[src/rtl/cutelock_pkg.sv]
// ---------------------------------------------------------------------------
// cutelock_pkg
//   Shared types and sizing helpers for the Cute-Lock key sequencer.
//   - seq_state_e : sequencer FSM states (EMPTY, READY, RSTC, RUN)
//   - *_DEF       : default schedule geometry used by the top-level parameters
//   - PERIOD      : core cycles per full key schedule with the default geometry
//   - cnt_w()     : counter/index width for a range of n values (never below 1)
// ---------------------------------------------------------------------------
package cutelock_pkg;

    typedef enum logic [1:0] {
        EMPTY = 2'd0,
        READY = 2'd1,
        RSTC  = 2'd2,
        RUN   = 2'd3
    } seq_state_e;

    localparam int KEY_W_DEF     = 18;
    localparam int NUM_KEYS_DEF  = 6;
    localparam int EPOCH_LEN_DEF = 6;
    localparam int RST_CYC_DEF   = 2;
    localparam int PERIOD        = NUM_KEYS_DEF * EPOCH_LEN_DEF;

    // Width needed to count 0..n-1; a single-value range still gets one bit.
    function automatic int cnt_w(input int n);
        return (n <= 1) ? 1 : $clog2(n);
    endfunction

endpackage

[src/rtl/cutelock_key_table.sv]
// ---------------------------------------------------------------------------
// cutelock_key_table
//   NUM_KEYS x KEY_W key register file with a per-slot valid mask.
//   Ports:
//     clk_i       clock (rising edge)
//     rst_i       asynchronous active-high reset: clears keys and valid mask
//     we_i        write enable (caller guarantees widx_i is in range)
//     widx_i      write slot index
//     wkey_i      write data
//     zeroize_i   clears every key and the valid mask; wins over a write
//     ridx_i      asynchronous read slot index (out-of-range reads return 0)
//     rkey_o      read data
//     valid_o     one bit per slot, set once that slot has been written
// ---------------------------------------------------------------------------
module cutelock_key_table
    import cutelock_pkg::*;
#(
    parameter  int KEY_W    = KEY_W_DEF,
    parameter  int NUM_KEYS = NUM_KEYS_DEF,
    localparam int IDX_W    = cnt_w(NUM_KEYS)
)(
    input  logic                clk_i,
    input  logic                rst_i,
    input  logic                we_i,
    input  logic [IDX_W-1:0]    widx_i,
    input  logic [KEY_W-1:0]    wkey_i,
    input  logic                zeroize_i,
    input  logic [IDX_W-1:0]    ridx_i,
    output logic [KEY_W-1:0]    rkey_o,
    output logic [NUM_KEYS-1:0] valid_o
);

    logic [KEY_W-1:0]    key_q [NUM_KEYS];
    logic [NUM_KEYS-1:0] valid_q;
    logic [NUM_KEYS-1:0] wr_hit;
    logic [NUM_KEYS-1:0] rd_hit;

    // One-hot slot decode for the write and read ports.
    generate
        for (genvar gi = 0; gi < NUM_KEYS; gi++) begin : g_decode
            assign wr_hit[gi] = we_i && (widx_i == IDX_W'(gi));
            assign rd_hit[gi] = (ridx_i == IDX_W'(gi));
        end
    endgenerate

    always_ff @(posedge clk_i or posedge rst_i) begin
        if (rst_i) begin
            for (int i = 0; i < NUM_KEYS; i++) begin
                key_q[i] <= '0;
            end
            valid_q <= '0;
        end else if (zeroize_i) begin
            for (int i = 0; i < NUM_KEYS; i++) begin
                key_q[i] <= '0;
            end
            valid_q <= '0;
        end else begin
            for (int i = 0; i < NUM_KEYS; i++) begin
                if (wr_hit[i]) begin
                    key_q[i]   <= wkey_i;
                    valid_q[i] <= 1'b1;
                end
            end
        end
    end

    always_comb begin
        rkey_o = '0;
        for (int i = 0; i < NUM_KEYS; i++) begin
            if (rd_hit[i]) begin
                rkey_o = key_q[i];
            end
        end
    end

    assign valid_o = valid_q;

endmodule

[src/rtl/cutelock_key_sequencer.sv]
// ---------------------------------------------------------------------------
// cutelock_key_sequencer
//   Drives the time-varying unlock key schedule into a Cute-Lock locked FSM
//   core. Keys are loaded over a config port and sealed by a commit; a start
//   pulse holds the core in reset for RST_CYC cycles, then releases it while
//   presenting key[(c / EPOCH_LEN) % NUM_KEYS] at core cycle c after release.
//   All outputs are registered on the rising edge so they are stable at the
//   core's falling-edge sample.
//
//   Build option: define KEYSEQ_ZEROIZE_EN to wipe the key table and return
//   to EMPTY on abort (while running) or on any protocol error. Without it,
//   abort returns to READY with keys kept and errors only set err_o.
//
//   Ports:
//     clk_i         clock (rising edge)
//     rst_i         asynchronous active-high reset
//     cfg_we_i      write cfg_key_i into slot cfg_idx_i (EMPTY only)
//     cfg_idx_i     key slot index
//     cfg_key_i     key data
//     cfg_commit_i  seal the table (every slot must have been written)
//     start_i       pulse: reset the core and begin the keyed run
//     abort_i       pulse: stop the run and put the core back in reset
//     core_rst_o    reset to the locked core
//     key_o         key to the core keyinput bus
//     epoch_idx_o   epoch currently driven
//     busy_o        sequencer is in RSTC or RUN
//     ready_o       table committed and idle
//     err_o         sticky protocol error, cleared only by rst_i
// ---------------------------------------------------------------------------
module cutelock_key_sequencer
    import cutelock_pkg::*;
#(
    parameter  int KEY_W     = KEY_W_DEF,
    parameter  int NUM_KEYS  = NUM_KEYS_DEF,
    parameter  int EPOCH_LEN = EPOCH_LEN_DEF,
    parameter  int RST_CYC   = RST_CYC_DEF,
    localparam int IDX_W     = cnt_w(NUM_KEYS)
)(
    input  logic             clk_i,
    input  logic             rst_i,
    input  logic             cfg_we_i,
    input  logic [IDX_W-1:0] cfg_idx_i,
    input  logic [KEY_W-1:0] cfg_key_i,
    input  logic             cfg_commit_i,
    input  logic             start_i,
    input  logic             abort_i,
    output logic             core_rst_o,
    output logic [KEY_W-1:0] key_o,
    output logic [IDX_W-1:0] epoch_idx_o,
    output logic             busy_o,
    output logic             ready_o,
    output logic             err_o
);

    localparam int SEQ_PERIOD = NUM_KEYS * EPOCH_LEN;
    localparam int PH_W       = cnt_w(SEQ_PERIOD);
    localparam int EC_W       = cnt_w(EPOCH_LEN);
    localparam int RC_W       = cnt_w(RST_CYC);

    localparam logic [PH_W-1:0]  PH_LAST  = PH_W'(SEQ_PERIOD - 1);
    localparam logic [EC_W-1:0]  EC_LAST  = EC_W'(EPOCH_LEN - 1);
    localparam logic [RC_W-1:0]  RC_LAST  = RC_W'(RST_CYC - 1);
    localparam logic [IDX_W-1:0] IDX_LAST = IDX_W'(NUM_KEYS - 1);
    // One extra bit so NUM_KEYS itself is representable for the range check.
    localparam logic [IDX_W:0]   NK       = (IDX_W + 1)'(NUM_KEYS);

    seq_state_e       state_q;
    logic [PH_W-1:0]  phase_q;
    logic [EC_W-1:0]  ecnt_q;
    logic [RC_W-1:0]  rcnt_q;
    logic             core_rst_q;
    logic [KEY_W-1:0] key_q;
    logic [IDX_W-1:0] epoch_q;
    logic             busy_q;
    logic             ready_q;
    logic             err_q;

    logic [PH_W-1:0]  phase_d;
    logic [EC_W-1:0]  ecnt_d;
    logic [IDX_W-1:0] epoch_d;
    logic [IDX_W-1:0] rd_idx;
    logic [KEY_W-1:0] rd_key;
    logic [NUM_KEYS-1:0] valid_mask;

    logic in_empty;
    logic active;
    logic abort_hit;
    logic idx_ok;
    logic mask_full;
    logic cfg_bad;
    logic idx_bad;
    logic commit_bad;
    logic commit_ok;
    logic start_bad;
    logic err_evt;
    logic tbl_we;
    logic zeroize;

    // -----------------------------------------------------------------------
    // Event decode
    // -----------------------------------------------------------------------
    assign in_empty   = (state_q == EMPTY);
    assign active     = (state_q == RSTC) || (state_q == RUN);
    assign abort_hit  = abort_i && active;
    assign idx_ok     = ({1'b0, cfg_idx_i} < NK);
    assign mask_full  = &valid_mask;

    assign cfg_bad    = (cfg_we_i || cfg_commit_i) && !in_empty;
    assign idx_bad    = cfg_we_i && in_empty && !idx_ok;
    assign commit_bad = cfg_commit_i && in_empty && !mask_full;
    assign commit_ok  = cfg_commit_i && in_empty && mask_full;
    // abort outranks start, so a start paired with abort is silently dropped.
    assign start_bad  = start_i && !abort_i && (state_q != READY);
    assign err_evt    = cfg_bad || idx_bad || commit_bad || start_bad;

    assign tbl_we     = cfg_we_i && in_empty && idx_ok;

`ifdef KEYSEQ_ZEROIZE_EN
    assign zeroize    = abort_hit || err_evt;
`else
    assign zeroize    = 1'b0;
`endif

    // -----------------------------------------------------------------------
    // Next position in the schedule. The table is read with the index of the
    // epoch that will be current after this edge, so key_o lands registered
    // in the same cycle as epoch_idx_o.
    // -----------------------------------------------------------------------
    assign phase_d = (phase_q == PH_LAST) ? '0 : phase_q + 1'b1;
    assign ecnt_d  = (ecnt_q == EC_LAST)  ? '0 : ecnt_q + 1'b1;

    always_comb begin
        epoch_d = epoch_q;
        if (ecnt_q == EC_LAST) begin
            epoch_d = (epoch_q == IDX_LAST) ? '0 : epoch_q + 1'b1;
        end
    end

    // Outside RUN the only key ever loaded into key_q is key[0].
    assign rd_idx = (state_q == RUN) ? epoch_d : '0;

    cutelock_key_table #(
        .KEY_W    (KEY_W),
        .NUM_KEYS (NUM_KEYS)
    ) u_table (
        .clk_i     (clk_i),
        .rst_i     (rst_i),
        .we_i      (tbl_we),
        .widx_i    (cfg_idx_i),
        .wkey_i    (cfg_key_i),
        .zeroize_i (zeroize),
        .ridx_i    (rd_idx),
        .rkey_o    (rd_key),
        .valid_o   (valid_mask)
    );

    // -----------------------------------------------------------------------
    // Sequencer FSM with registered outputs
    // -----------------------------------------------------------------------
    always_ff @(posedge clk_i or posedge rst_i) begin
        if (rst_i) begin
            state_q    <= EMPTY;
            phase_q    <= '0;
            ecnt_q     <= '0;
            rcnt_q     <= '0;
            core_rst_q <= 1'b1;
            key_q      <= '0;
            epoch_q    <= '0;
            busy_q     <= 1'b0;
            ready_q    <= 1'b0;
            err_q      <= 1'b0;
        end else begin
            if (err_evt) begin
                err_q <= 1'b1;
            end

            case (state_q)
                EMPTY: begin
                    if (commit_ok) begin
                        state_q <= READY;
                        ready_q <= 1'b1;
                    end
                end

                READY: begin
                    if (!abort_i && start_i) begin
                        state_q <= RSTC;
                        rcnt_q  <= '0;
                        key_q   <= rd_key;
                        busy_q  <= 1'b1;
                        ready_q <= 1'b0;
                    end
                end

                RSTC: begin
                    if (abort_i) begin
                        state_q    <= READY;
                        core_rst_q <= 1'b1;
                        key_q      <= '0;
                        epoch_q    <= '0;
                        phase_q    <= '0;
                        ecnt_q     <= '0;
                        busy_q     <= 1'b0;
                        ready_q    <= 1'b1;
                    end else if (rcnt_q == RC_LAST) begin
                        state_q    <= RUN;
                        core_rst_q <= 1'b0;
                        key_q      <= rd_key;
                        epoch_q    <= '0;
                        phase_q    <= '0;
                        ecnt_q     <= '0;
                    end else begin
                        rcnt_q <= rcnt_q + 1'b1;
                    end
                end

                RUN: begin
                    if (abort_i) begin
                        state_q    <= READY;
                        core_rst_q <= 1'b1;
                        key_q      <= '0;
                        epoch_q    <= '0;
                        phase_q    <= '0;
                        ecnt_q     <= '0;
                        busy_q     <= 1'b0;
                        ready_q    <= 1'b1;
                    end else begin
                        phase_q <= phase_d;
                        ecnt_q  <= ecnt_d;
                        epoch_q <= epoch_d;
                        key_q   <= rd_key;
                    end
                end

                default: begin
                    state_q <= EMPTY;
                end
            endcase

            // Zeroize overrides whatever the FSM chose above.
            if (zeroize) begin
                state_q    <= EMPTY;
                core_rst_q <= 1'b1;
                key_q      <= '0;
                epoch_q    <= '0;
                phase_q    <= '0;
                ecnt_q     <= '0;
                rcnt_q     <= '0;
                busy_q     <= 1'b0;
                ready_q    <= 1'b0;
            end
        end
    end

    assign core_rst_o  = core_rst_q;
    assign key_o       = key_q;
    assign epoch_idx_o = epoch_q;
    assign busy_o      = busy_q;
    assign ready_o     = ready_q;
    assign err_o       = err_q;

endmodule

[config.mk]
export PLATFORM = sky130hd
export DESIGN_NAME = cutelock_key_sequencer
export DESIGN_NICKNAME = d
export VERILOG_FILES = /design/src/rtl/cutelock_pkg.sv /design/src/rtl/cutelock_key_table.sv /design/src/rtl/cutelock_key_sequencer.sv
export SDC_FILE = /design/constraint.sdc
export NUM_CORES = 1
export LEC_CHECK = 0
export BUFFER_PORTS_ARGS = -buffer_cell sky130_fd_sc_hd__buf_2
export CORE_ASPECT_RATIO = 0.5
export CORE_MARGIN = 2
export CORE_UTILIZATION = 55
export CTS_CLUSTER_SIZE = 30
export DETAILED_ROUTE_END_ITERATION = 8
export MAX_ROUTING_LAYER = met4
export PLACE_DENSITY = 0.89
export SLEW_MARGIN = 30
export SYNTH_ARGS = -nofsm -noshare
export SYNTH_HDL_FRONTEND = slang
export SYNTH_SLANG_ARGS = --single-unit
[constraint.sdc]
create_clock -name clk_i -period 4.42 [get_ports clk_i]
set_input_delay 0.442 -clock clk_i [delete_from_list [all_inputs] [get_ports clk_i]]
set_output_delay 0.442 -clock clk_i [all_outputs]
set_load 0.02 [all_outputs]
### Word-level counts from Yosys, hierarchy flattened

Cells that the tools add are included.

| operators by class | value |
|---|---|
| muxes and demuxes | 40 |
| order comparisons | 1 |
| add/subtract/negate cells | 3 |
| equal/unequal tests | 22 |
| reductions and logical operators | 39 |

Operators with widths:

| cell | count |
|---|---|
| 18-bit 2-to-1 mux | 10 |
| 18-bit case mux with 3 select lines | 1 |
| 3-bit 2-to-1 mux | 8 |
| 3-bit == test, second input constant | 6 |
| 1-bit logical AND | 15 |
| 3-bit AND reduction | 5 |
| 3-bit by 2-bit == test with 1-bit output, second input constant | 4 |
| 3-bit case mux with 2 select lines | 2 |
| 2-bit 2-to-1 mux | 5 |
| 1-bit 2-to-1 mux | 9 |
| 2-bit case mux with 4 select lines | 1 |
| 3-bit by 1-bit adder with 3-bit output, second input constant | 2 |
| 3-bit by 1-bit == test with 1-bit output, second input constant | 2 |
| 3-bit zero test | 2 |
| 2-bit by 1-bit != test with 1-bit output, second input constant | 3 |
| 2-bit != test, second input constant | 3 |
| 1-bit case mux with 2 select lines | 3 |
| 6-bit AND reduction | 1 |
| 2-bit nonzero test | 3 |
| 2-bit == test, second input constant | 2 |
| 1-bit zero test | 4 |
| 1-bit logical OR | 4 |
| 4-bit AND reduction | 1 |
| 3-bit < comparator, second input constant | 1 |
| other kinds (8) | 8 |

| word-level totals | value |
|---|---|
| output and inout bits | 25 |
| register bits | 145 |
| bits of input ports | 27 |

### Longest topological paths before layout

| depth | value |
|---|---|
| depth after elaboration | 14 |
| gate-level depth with buffers | 8 |
| gate-level depth less buffers | 7 |

### Cells and area by module

A second synthesis with hierarchy kept.

| second synthesis, totals | value |
|---|---|
| cells, all modules | 779 |
| area total of the unflattened synthesis | 7101.8 sq um |

By module, submodules not included:

| module | area an instance (sq um) | cells each | sequential area each (sq um) | instances |
|---|---|---|---|---|
| cutelock_key_table | 5502.8 | 606 | 2852.7 | 1 |
| cutelock_key_sequencer | 1599.0 | 173 | 777.0 | 1 |

### Least setup slack after synthesis

OpenSTA, ideal clock, no wires.

| path | value |
|---|---|
| path kind | register to register |
| from | register state_q[1] |
| to | register u_table.key_q[54] (netlist name) |
| arrival | 1867 ps |
| setup time | 125 ps |
| stages on the path, launching flop included | 8 |
| period minus slack after synthesis | 1992 ps |
| path buffers | 2 |
| path slack | 2428 ps |
| cell sequence | dfrtp_1 inv_1 ha_1 nor3b_1 and3_1 buf_4 buf_2 mux2_2 |

| on the way | value |
|---|---|
| cells in the longest elaborated chain, start to end | 4 |

Ends and longest elaborated chain:

| what | line | text |
|---|---|---|
| start, declared | cutelock_key_sequencer.sv:67 | `seq_state_e state_q;` |
| start signal, assigned | cutelock_key_sequencer.sv:162 | `state_q <= EMPTY;` |
| start signal, assigned | cutelock_key_sequencer.sv:180 | `state_q <= READY;` |
| start signal, assigned | cutelock_key_sequencer.sv:187 | `state_q <= RSTC;` |
| 2-bit zero test | cutelock_key_sequencer.sv:102 | `assign in_empty = (state_q == EMPTY);` |
| 1-bit logical AND (2 in a row) | cutelock_key_sequencer.sv:116 | `assign tbl_we = cfg_we_i && in_empty && idx_ok;` |
| 1-bit logical AND | cutelock_key_table.sv:41 | `assign wr_hit[gi] = we_i && (widx_i == IDX_W'(gi));` |
| end signal, assigned by index | cutelock_key_table.sv:60 | `key_q[i] <= wkey_i;` |
| end, declared | cutelock_key_table.sv:33 | `logic [KEY_W-1:0] key_q [NUM_KEYS];` |

No other way between the ends.
A chain may end at the register's enable or synchronous reset.

### Worst setup path in the final report

| path | value |
|---|---|
| from | register state_q[0] |
| to | register key_q[8] (netlist: key_o[8]) |

| on the way | value |
|---|---|
| cells in the longest elaborated chain, start to end | 12 |
| elaborated cells on any way between the ends | 25 |
| those cells by class | eq/ne: 10; mux: 12; reduce/logical: 3 |

Ends and longest elaborated chain:

| what | line | text |
|---|---|---|
| 2-bit == test | cutelock_key_sequencer.sv:140, cutelock_key_sequencer.sv:177 |  |
| 3-bit 2-to-1 mux | cutelock_key_sequencer.sv:140 | `assign rd_idx = (state_q == RUN) ? epoch_d : '0;` |
| 3-bit zero test | cutelock_key_table.sv:42 | `assign rd_hit[gi] = (ridx_i == IDX_W'(gi));` |
| 18-bit 2-to-1 mux (6 in a row) | cutelock_key_table.sv:70 | `if (rd_hit[i]) begin` |
| 18-bit 2-to-1 mux | cutelock_key_sequencer.sv:205 | `end else if (rcnt_q == RC_LAST) begin` |
| 18-bit 2-to-1 mux | cutelock_key_sequencer.sv:196 | `if (abort_i) begin` |
| 18-bit case mux with 3 select lines | cutelock_key_sequencer.sv:177 | `case (state_q)` |
| end signal, assigned | cutelock_key_sequencer.sv:189 | `key_q <= rd_key;` |
| end signal, assigned | cutelock_key_sequencer.sv:208 | `key_q <= rd_key;` |
| end signal, assigned | cutelock_key_sequencer.sv:231 | `key_q <= rd_key;` |
| end, declared | cutelock_key_sequencer.sv:72 | `logic [KEY_W-1:0] key_q;` |

Several ways; a longest one is shown, not always the timed one. The select of a mux whose other input is x is not followed.

==> results_dict.tcl <==
set metrics [dict create \
    grt_pass1_wl_um 31400 \
    root_buffer "clkbuf_16" \
    ios 52 \
    worst_pin_slew_ns 1.09 \
    utilization_pct 64.5 \
    leakage_nw 3.63 \
    syn2layout_area_growth_pct 12.6 \
    drive_gt1_share_pct 33.0 \
    track_usage_pct 29.3 \
    die_x_um 168 \
    synth_top_area_share_pct 48.9 \
    cts_resized 0 \
    max_freq_mhz 318 \
    rsz0062_at_grt "false" \
    outcome "finished, final reports clean" \
    r2r_setup_slack_ns 1.27 \
    numCtsBuffers 17 \
    ys_async_sr_fraction_pct 100 \
    grt_max_degree 112 \
    post_cts_buffers 0 \
    p_per_area_nw_per_um2 651 \
    hp-class "input pin to asynchronous set/reset pin" \
    netlist_area_um2 7370 \
    synthTopCellsByArea "dfrtp_1 (49%), mux2_2 (17%), a21oi_1 (3.4%)" \
    htree_levels 4 \
    synth_warnings 0 \
    seq_area_frac_synth_pct 49.2 \
    synth_cell_types 59 \
    via_per_inst 6.81 \
    register_area_um2 3630 \
    syn_nets 696 \
    crit_chain "ha_1, or3_1, o2111ai_4, nor3b_4, a22oi_1, o31ai_1" \
    antennaDiodeCount 0 \
    tns_ns 0 \
    cts_buffer_depth 2 \
    slew_violations 0 \
    num_rows 29 \
    crit_required_ns 4.74 \
    wl_per_cell_um 22.6 \
    start_kind "register" \
    grt-ovfl-total 0 \
    multi_input_area_um2 3480 \
    crit_type "register to register" \
    path_delay_family "simple AND/OR/NAND/NOR gates" \
    cp-end-kind "register" \
    cap_violations 0 \
    max_stage_delay_ns 1.02 \
    drt-pass1-iter-count 9 \
    ir_drop_v 0.000257 \
    start_util_pct 57.3 \
    dp_hpwl_um 11500 \
    vias 5976 \
    fin_crit_ns 3.15 \
    grt_antenna_before_repair 0 \
    synth_top_area_cell "dfrtp_1" \
    numPortBuffers 51 \
    synth_seq_cells 145 \
    grt_pass1_vias 5924 \
    ant_nets 0 \
    fp.dieH_um 85.9 \
    arrival_ns 3.47 \
    coreArea_um2 12900 \
    relSlewSlack_pct 27.4 \
    finalHoldViolCount 0 \
    die_area_um2 14400 \
    clkTransAtPathRegs_ns 0.06 \
    fin_crit_sh_pct 71.2 \
    synth_edf_count 0 \
    finalWeightedCongestion 0.842 \
    path_buf_inv 0 \
    crit_fanout 19 \
    setup_viol 0 \
    ctsHoldBuffers 0 \
    drtIter0Drc 906 \
    synth-main-ff-cell "dfrtp_1" \
    avgSynthCellArea_um2 11.1 \
    n_fill_cell 880 \
    cts_tree "yes" \
    syn_inst 664 \
    worstSkewPairLatency_ns 0.43 \
    slowest_stage "nor3b_4" \
    clock-sinks 145 \
    drc_errors 0 \
    wl_um 19800 \
    nets 729 \
    skew_ns 0.00746 \
]
-- registers in the layout, indices dropped and copies added (netlist names) --
name / cells
err_o: 1
key_o: 18
u_table.key_q: 108
rcnt_q: 1
u_table.valid_o: 6
busy_o: 1
state_q: 2
core_rst_o: 1
ecnt_q: 3
ready_o: 1
epoch_idx_o: 3
-- kinds of logic after synthesis --
| kind of cell | Yosys count | share of synthesized area [%] |
|---|---|---|
| buffers and inverters | 56 | 3.83 |
| muxes | 121 | 18.3 |
| xor gates and xnor gates | 1 | 0.221 |
| DFF | 145 | 49.2 |
| AOI/OAI and AO/OA | 184 | 16.4 |
| and+or+nand+nor | 152 | 11.2 |
| adders and majority gates | 5 | 0.848 |
-- worst reg2reg max path, delay by kind of cell, from the launching register on --
family	cells	cell delay [ns]
and+or+nand+nor	2	1.29
DFF	1	0.42
AOI/OAI and AO/OA	3	0.79
adders and majority gates	1	0.55
-- cell type report --
| type | instances | area share, % |
|---|---|---|
| timing repair buffer | 60 | 3.89 |
| multi-input combinational | 463 | 41.9 |
| clock inverter | 10 | 1.93 |
| tap | 170 | 2.56 |
| sequential | 145 | 43.7 |
| clock buffer | 19 | 5.46 |
| inverter | 10 | 0.542 |
-- path summary, 6_finish.rpt --
kind | from | end | cells past startpoint
hold / removal | rst_i | u_table.key_q[69] | 2
max in group asynchronous | rst_i | u_table.key_q[103] | 3
setup reg to reg | state_q[0] | key_o[8] | 6
min in group clk_i | cfg_commit_i | err_o | 2
setup / recovery | state_q[0] | key_o[8] | 6
hold reg to reg | u_table.valid_o[4] | u_table.valid_o[4] | 1
-- cells in the mapped netlist (6+ instances only) --
master	count
o21ai_0	32
nand3_1	18
nand2_1	59
o21bai_1	6
buf_4	7
o21ai_1	8
a2111oi_0	13
a21oi_1	50
and3_1	7
nand3b_1	6
buf_2	18
o22ai_1	17
nor2_1	7
inv_1	8
dfrtp_1	144
o31ai_1	19
nor4_1	17
mux2i_1	11
mux2_2	110
nand2b_1	7
clkbuf_1	15
a22oi_1	19
-- cell usage in the layout, fill, tap and decap left out, types with 9 or more instances in the layout --
cell type  netlist  final
buf_2           18     51
nor4_1          17     17
buf_4            7      9
a22oi_1         19     19
o22ai_1         17     17
dfrtp_1        144    144
nand3_1         18     17
a21oi_1         50     50
clkbuf_16        0     17
a2111oi_0       13     13
o31ai_1         19     19
mux2i_1         11     11
o21ai_0         32     32
mux2_2         110    110
nand2_1         59     58
-- per-layer routing --
layer	up-vias	part of all wire [%]	GRT usage, %
li1	2553	-	-
met1	2936	40	37.2
met2	390	46	44.4
met3	97	9.6	6.65
met4	0	4.1	15.5
met5	-	0	-
-- power by group --
| group | internal, W | leakage [nW] | switching, W |
|---|---|---|---|
| Combinational | 0.000752 | 1.50 | 0.000830 |
| Clock | 0.000963 | 0.301 | 0.000550 |
| Sequential | 0.00191 | 1.83 | 0.000408 |
| Total | 0.00362 | 3.63 | 0.00179 |
-- metrics by stage --
stage	cells	cell area, um2	power [W]	hold slack (ns)	setup slack, ns
floorplan	664	7370	0.00337	0.429	0.0850
global placement	848	7670	0.00369	0.450	1.67
detailed placement	848	7680	0.00383	0.460	1.52
CTS	877	8290	0.00536	0.271	1.42
global route	877	8300	0.00565	0.227	1.21
finish	877	8300	0.00541	0.150	1.27
Note: power is estimated with default switching activity, not from simulation.
